File: config.mk
export PLATFORM = sky130hd
export DESIGN_NAME = hack_cpu
export DESIGN_NICKNAME = d
export VERILOG_FILES = /design/src/rtl/hack_pkg.sv /design/src/rtl/hack_alu.sv /design/src/rtl/hack_cpu.sv
export SDC_FILE = /design/constraint.sdc
export NUM_CORES = 1
export LEC_CHECK = 0
export ABC_CLOCK_PERIOD_IN_PS = 8250
export CORE_MARGIN = 8
export CORE_UTILIZATION = 50
export CTS_CLUSTER_DIAMETER = 50
export DETAILED_ROUTE_END_ITERATION = 10
export HOLD_SLACK_MARGIN = 0.02
export PLACE_DENSITY = 0.75
export RECOVER_POWER = 100
export SLEW_MARGIN = 10
export SYNTH_ARGS = -nofsm -noshare
export SYNTH_HDL_FRONTEND = slang
export SYNTH_HIERARCHICAL = 1
export SYNTH_SLANG_ARGS = --single-unit
File: constraint.sdc
create_clock -name clk -period 8.25 [get_ports clk]
set_input_delay 1.65 -clock clk [delete_from_list [all_inputs] [get_ports clk]]
set_output_delay 1.65 -clock clk [all_outputs]
set_load 0.01 [all_outputs]
File: src/rtl/hack_pkg.sv
// hack_pkg: shared definitions for the Hack CPU core.
//   - Instruction field positions (C-instruction flag, a-bit, comp/dest/jump)
//   - alu_ctrl_t: the six ALU control bits in instruction order
//   - cpu_state_t: two-phase FETCH/EXEC sequencer state
//   - jump_taken(): jump condition from the jump field and ALU flags
package hack_pkg;

   localparam int BIT_CINST = 15;
   localparam int BIT_A     = 12;
   localparam int COMP_HI   = 11;
   localparam int COMP_LO   = 6;
   localparam int DEST_HI   = 5;
   localparam int DEST_LO   = 3;
   localparam int JUMP_HI   = 2;
   localparam int JUMP_LO   = 0;
   localparam int BIT_DEST_A = 5;
   localparam int BIT_DEST_D = 4;
   localparam int BIT_DEST_M = 3;

   // Field order matches inst[11:6] so a direct cast works.
   typedef struct packed {
      logic zx;
      logic nx;
      logic zy;
      logic ny;
      logic f;
      logic no;
   } alu_ctrl_t;

   typedef enum logic {
      FETCH = 1'b0,
      EXEC  = 1'b1
   } cpu_state_t;

   // jump = {lt, eq, gt}
   function automatic logic jump_taken(input logic [2:0] jump,
                                       input logic zr, input logic ng);
      return (jump[2] & ng) | (jump[1] & zr) | (jump[0] & ~ng & ~zr);
   endfunction

endpackage

File: src/rtl/hack_alu.sv
// hack_alu: combinational Hack ALU.
//   x, y  : operands (x = D, y = A or M)
//   ctrl  : zx,nx,zy,ny,f,no
//   out   : result
//   zr    : out == 0
//   ng    : out is negative (sign bit)
module hack_alu
   import hack_pkg::*;
#(
   parameter int DATA_WIDTH = 16
) (
   input  logic [DATA_WIDTH-1:0] x,
   input  logic [DATA_WIDTH-1:0] y,
   input  alu_ctrl_t             ctrl,
   output logic [DATA_WIDTH-1:0] out,
   output logic                  zr,
   output logic                  ng
);

   logic [DATA_WIDTH-1:0] x0, x1, y0, y1, o0;

   always_comb begin
      x0  = ctrl.zx ? '0 : x;
      x1  = ctrl.nx ? ~x0 : x0;
      y0  = ctrl.zy ? '0 : y;
      y1  = ctrl.ny ? ~y0 : y0;
      o0  = ctrl.f ? (x1 + y1) : (x1 & y1);
      out = ctrl.no ? ~o0 : o0;
      zr  = (out == '0);
      ng  = out[DATA_WIDTH-1];
   end

endmodule

File: src/rtl/hack_cpu.sv
// hack_cpu: Hack-ISA 16-bit core, fixed two-cycle FETCH/EXEC sequence.
// Both memories are registered-read, so the ROM word for PC and the RAM word
// for A become valid during EXEC; A/D/PC commit on the edge that ends EXEC.
//   clk        : CPU clock
//   resetN     : async active-low reset
//   SW         : board switches, reserved (no effect)
//   inst       : ROM read data (valid in EXEC)
//   in_m       : RAM read data (valid in EXEC)
//   out_m      : ALU result, RAM write data
//   write_m    : RAM write enable (EXEC only)
//   data_addr  : RAM address = A[14:0]
//   inst_addr  : ROM address = PC
module hack_cpu
   import hack_pkg::*;
#(
   parameter int DATA_WIDTH = 16,
   parameter int ADDR_WIDTH = 15
) (
   input  logic                  clk,
   input  logic                  resetN,
   input  logic [3:0]            SW,
   input  logic [DATA_WIDTH-1:0] inst,
   input  logic [DATA_WIDTH-1:0] in_m,
   output logic [DATA_WIDTH-1:0] out_m,
   output logic                  write_m,
   output logic [ADDR_WIDTH-1:0] data_addr,
   output logic [ADDR_WIDTH-1:0] inst_addr
);

   cpu_state_t            state;
   logic [ADDR_WIDTH-1:0] pc;
   logic [DATA_WIDTH-1:0] a_reg, d_reg;

   logic                  c_instr;
   logic [DATA_WIDTH-1:0] y_op, alu_out;
   logic                  zr, ng, take;

   // Switches and the two don't-care C-instruction bits are intentionally unused.
   logic unused_bits;
   assign unused_bits = ^{SW, inst[14:13]};

   assign c_instr = inst[BIT_CINST];
   assign y_op    = inst[BIT_A] ? in_m : a_reg;

   hack_alu #(.DATA_WIDTH(DATA_WIDTH)) u_alu (
      .x    (d_reg),
      .y    (y_op),
      .ctrl (alu_ctrl_t'(inst[COMP_HI:COMP_LO])),
      .out  (alu_out),
      .zr   (zr),
      .ng   (ng)
   );

   assign take      = jump_taken(inst[JUMP_HI:JUMP_LO], zr, ng);
   assign out_m     = alu_out;
   // Decoded from the state register so an async reset drops it at once.
   assign write_m   = (state == EXEC) & c_instr & inst[BIT_DEST_M];
   // A still holds its pre-instruction value during EXEC, so a write
   // combined with dest A targets the old address.
   assign data_addr = a_reg[ADDR_WIDTH-1:0];
   assign inst_addr = pc;

   always_ff @(posedge clk or negedge resetN) begin
      if (!resetN) begin
         state <= FETCH;
         pc    <= '0;
         a_reg <= '0;
         d_reg <= '0;
      end else begin
         case (state)
            FETCH: state <= EXEC;
            EXEC: begin
               state <= FETCH;
               if (!c_instr) begin
                  a_reg <= {1'b0, inst[DATA_WIDTH-2:0]};
                  pc    <= pc + 1'b1;
               end else begin
                  if (inst[BIT_DEST_A]) a_reg <= alu_out;
                  if (inst[BIT_DEST_D]) d_reg <= alu_out;
                  pc <= take ? a_reg[ADDR_WIDTH-1:0] : pc + 1'b1;
               end
            end
            default: state <= FETCH;
         endcase
      end
   end

endmodule

Yosys cells after proc, flatten, opt, wreduce, memory -nomap -nowiden. Index checks and enable logic that the tools add are counted.

Input bits: 38. Bits in registers: 48. Logic and storage cells: 37.

Equality and inequality tests: 1. Muxes and demuxes: 12. Bitwise operators: 15. Reduce and logical (&&, ||, !) cells: 3. Add/sub/neg operators: 2.

Operators by type and width (number): $mux 16 (9); $not 16->16 (3); $mux 15 (2); $add 16x16->16 (1); $and 16x16->16 (1); $logic_not 16->1 (1); $add 15x1->15 const B (1); $and 1x1->1 (6); $not 1->1 (3); $reduce_and 3->1 (1); $ne 2x2->1 const B (1); $or 1x1->1 (2); $pmux 1 s2 (1); $reduce_and 2->1 (1).

Depth between registers and ports, before layout.
Depth in word-level cells: 14. Gate-level depth with buffers: 21. Depth with buffers taken out: 17.

By module. Netlist, hierarchy kept.

Modules (own cells, without submodules): hack_cpu (cells an instance 264, area an instance 2693.8 um^2, instances 1, seq. area each 1201.2 um^2); hack_alu (cells an instance 235, area an instance 1751.7 um^2, instances 1, seq. area each 0.0 um^2).

Worst setup path before layout. OpenSTA, ideal clock, no wires.

Path type: input to output. Start point: input inst[8]. End point: output out_m[14]. Buffers on the path: 2. Required time: 6600 ps. Cell stages on the path: 12. Arrival: 4692 ps. Setup slack: 1908 ps. Path through: clkbuf_1 clkbuf_1 xnor2_1 ha_1 fa_1 a21o_1 a221oi_2 nor4_1 o31ai_1 nand4b_1 o311a_1 xnor2_1.

Cells in the longest elaborated chain, start to end: 5. Elaborated cells between the ends (all ways): 6. Those cells by class: add/sub (1); mux (3); bitwise (2).

Ends and longest elaborated chain: from (decl) (line hack_cpu.sv:22) `input logic [DATA_WIDTH-1:0] inst,`; $mux 16 * (line hack_alu.sv:26) `y1 = ctrl.ny ? ~y0 : y0;`; $add 16x16->16 / $and 16x16->16 (equally long branches) (line hack_alu.sv:27) `o0 = ctrl.f ? (x1 + y1) : (x1 & y1);`; $mux 16 * (line hack_alu.sv:27); $not 16->16 (line hack_alu.sv:28) `out = ctrl.no ? ~o0 : o0;`; $mux 16 * (line hack_alu.sv:28); to (decl) (line hack_cpu.sv:24) `output logic [DATA_WIDTH-1:0] out_m,`.

Every way passes the cells marked *; elsewhere a longest branch is shown, timed or not.

Worst setup path after layout.
Start point: input inst[12]. End point: output out_m[12].

Cells in the longest elaborated chain, start to end: 8. Elaborated cells between the ends (all ways): 9. Those cells by class: add/sub (1); mux (5); bitwise (3).

Ends and longest elaborated chain: $mux 16 * (line hack_cpu.sv:43) `assign y_op = inst[BIT_A] ? in_m : a_reg;`; net y_op[8] (line hack_cpu.sv:35) `logic [DATA_WIDTH-1:0] y_op, alu_out;`; $mux 16 * (line hack_alu.sv:25) `y0 = ctrl.zy ? '0 : y;`; $not 16->16 (line hack_alu.sv:26); $mux 16 * (line hack_alu.sv:26); $add 16x16->16 * (line hack_alu.sv:27); $mux 16 * (line hack_alu.sv:27); $not 16->16 (line hack_alu.sv:28); $mux 16 * (line hack_alu.sv:28).

Mark *: on every way through the listed nets, which the timed path passes. The rest lies on a longest branch.

==> impl_results.md <==
- Status: complete, but fails checks
- Failing checks: max-capacitance violations, max-slew violations
- Mapped Area: 4450 µm²
- Placer Congestion: 0.853
- CP max FO: 11
- Max_cap viols: 1
- Hpwl dp: 8870 µm
- H-tree Lvls: 2
- Initial antenna violation count: 0
- Final Critical Period: 7.82 ns
- LEAKAGE: 2.13 nW
- Share of layout cells above drive strength 1: 0.106
- First-pass GRT wire length: 18900 µm
- Sw Ratio: 0.434
- PD cells: 317 nW/µm²
- Setup_tns: 0 ns
- Synth Register Bits: 48
- Nets: 604
- Area Overhead vs Synth: 18.4%
- Ports: 85
- Total core area: 8680 µm²
- Final core occ: 0.606
- Initial core utilization: 0.512
- Crit path DAT: 6.17 ns
- Avg Cell Area, Syn: 8.91 µm²
- Kind of critical path: in2out
- Cells after Synth: 499
- EDFF count, synth: 0
- Flop pwr share: 0.257
- Worst slew pin tran: 2.66 ns
- Post-DRT Antenna Nets: 0
- CTS tree: done
- Post-CTS Setup Bufs: 0
- Final Max Slew Viols: 49
- R2R Setup Slk: 2.78 ns
- Max Freq: 128 MHz
- Tcrit/Tclk final: 0.948
- Hold Path Class: reg2reg
- Pin count of the biggest net entering global routing: 49
- Crit path launch type: input pin
- Cts hold-fix bufs: 0
- Warnings, synthesis: 6
- Grt ovf: 0
- Psw: 0.725 mW
- Reg clk slew, reported paths: 0.09 ns
- Final wirelength: 11700 µm
- Clock Tree Buf Depth: 2
- Drt first-iter violations: 225
- Top cells by area, synth: dfrtp_1 27%, xnor2_1 9.7%, mux2_2 7.9%
- Die Span Y: 110 µm
- Ant diodes: 0
- Ys flop type: dfrtp_1
- Async SR Flop Fraction: 1.00
- Clock Skew: 0.00406 ns
- Syn nets: 555
- Area leader, netlist: dfrtp_1
- Vias/cell: 5.86
- Internal power: 0.945 mW
- Die span in x: 110 µm
- Unrepaired setup endpoints after global routing: no
- WP data required: 6.60 ns
- Logic pwr share: 0.633
- Post_cts resized: 0
- Area share of the largest cell type after synthesis: 0.270
- Maximum VDD drop: 0.156 mV
- Vias: 3853
- Hold Vio Cnt, Final: 0
- CTS Buf Count: 5
- Gr usage total: 0.194
- Clk sinks: 48
- Rel. slew slack: -0.772
- Clk pwr share: 0.110
- Residual DRC: 0
- Synth unique cells: 63
- Final setup viols: 0
- Vias in the first global route: 3782
- Clock root buffer master: clkbuf_8
- Die area: 12200 µm²
- Post-synthesis sequential area ratio: 0.270
- Setup crit end kind: output pin
- Number of buffers added on ports: 80
- Rows: 34
- Routed wire per std cell: 17.8 µm
- Clock Latency Late Sink: 0.30 ns
- DR pass1 iterations: 5
==> cells by family (layout without fill, tap and decap cells) <==
| logic type | after synthesis | count (layout) | share of synthesized area |
|---|---|---|---|
| fa+ha+maj | 18 | 18 | 0.0523 |
| simple gates | 160 | 160 | 0.202 |
| xor+xnor | 55 | 55 | 0.108 |
| mux | 58 | 58 | 0.139 |
| flops | 48 | 48 | 0.270 |
| buf+inv | 58 | 108 | 0.0695 |
| compound gates | 102 | 102 | 0.158 |
==> power by group through the flow <==
stage	clock network, mW	registers (mW)	logic [mW]
after floorplan	0	0.423	0.747
after global placement	0	0.428	1.08
after detailed placement	0	0.435	1.10
after CTS	0.188	0.430	1.11
after global routing	0.194	0.446	1.16
final	0.184	0.429	1.06
==> final timing paths <==
kind,startpoint,endpoint,cells after the start
hold / removal,d_reg[4]$_DFFE_PN0P_,d_reg[4]$_DFFE_PN0P_,1
hold reg to reg,d_reg[4]$_DFFE_PN0P_,d_reg[4]$_DFFE_PN0P_,1
setup reg to reg,a_reg[0]$_DFFE_PN0P_,inst_addr[7]$_DFFE_PN0P_,17
min in group asynchronous,resetN,inst_addr[2]$_DFFE_PN0P_,2
max in group asynchronous,resetN,inst_addr[5]$_DFFE_PN0P_,2
setup / recovery,inst[12],out_m[12],13
==> area by class of cell <==
| cell class | instances | area (µm²) |
|---|---|---|
| timing repair buffer | 87 | 841 |
| multi-input combinational | 393 | 2910 |
| clock inverter | 2 | 38.8 |
| tap | 108 | 135 |
| sequential | 48 | 1200 |
| clock buffer | 6 | 82.6 |
| inverter | 13 | 48.8 |
| fill | 777 | 3420 |
==> cell usage after synthesis (all sizes together), types with 4 or more instances <==
master / count
xnor2: 49
dfrtp: 48
nand2: 40
o21ai: 34
nand2b: 33
mux2: 31
buf: 29
mux2i: 27
nor2: 20
ha: 17
a21oi: 16
clkbuf: 16
inv: 13
nor3: 10
nand3: 9
nor4: 8
and3: 7
a21o: 6
nand4: 6
nand4b: 6
xor2: 6
a211oi: 5
a221o: 5
a31oi: 5
nand3b: 5
o211ai: 5
nor2b: 4
nor3b: 4
==> metrics by stage <==
stage               std cells  total power [mW]  setup WS [ns]  instance area [µm²]  hold slack [ns]
global placement          649              1.51          0.720                 5170            0.489
floorplan                 499              1.17           1.91                 4450            0.473
global route              657              1.80          0.220                 5260            0.532
finish                    657              1.67          0.430                 5260            0.514
CTS                       657              1.73          0.689                 5290            0.516
detailed placement        649              1.54          0.695                 5170            0.496
==> cells in the final DEF (no fill, tap or decap), drive strengths merged, types with 20 or more instances in the layout <==
master / n
mux2: 31
nand2b: 33
clkdlybuf4s50: 31
nor2: 20
xnor2: 49
o21ai: 34
dfrtp: 48
mux2i: 27
nand2: 40
dlygate4sd3: 48
==> worst max-delay path, cell delays in order <==
cell and delay (ns):
dlygate4sd3_1 0.78, buf_4 0.26, mux2_2 0.34, nand2b_1 0.08, xnor2_1 0.09, ha_1 0.27, or4_1 0.51, a221oi_2 0.31
o311ai_0 0.26, and4b_4 0.26, nor3_1 0.44, xnor2_1 0.27, clkdlybuf4s50_1 0.63
==> routing by layer <==
metal	share of wire	wire (µm)	global-route usage	vias to the layer above
met1	0.45	5230	0.254	1854
met5	0	0	0	-
met3	0.054	624	0.0244	13
met4	0.011	133	0.0495	0
met2	0.49	5670	0.329	112
li1	-	-	-	1874
(Power assumes the default switching activity.)
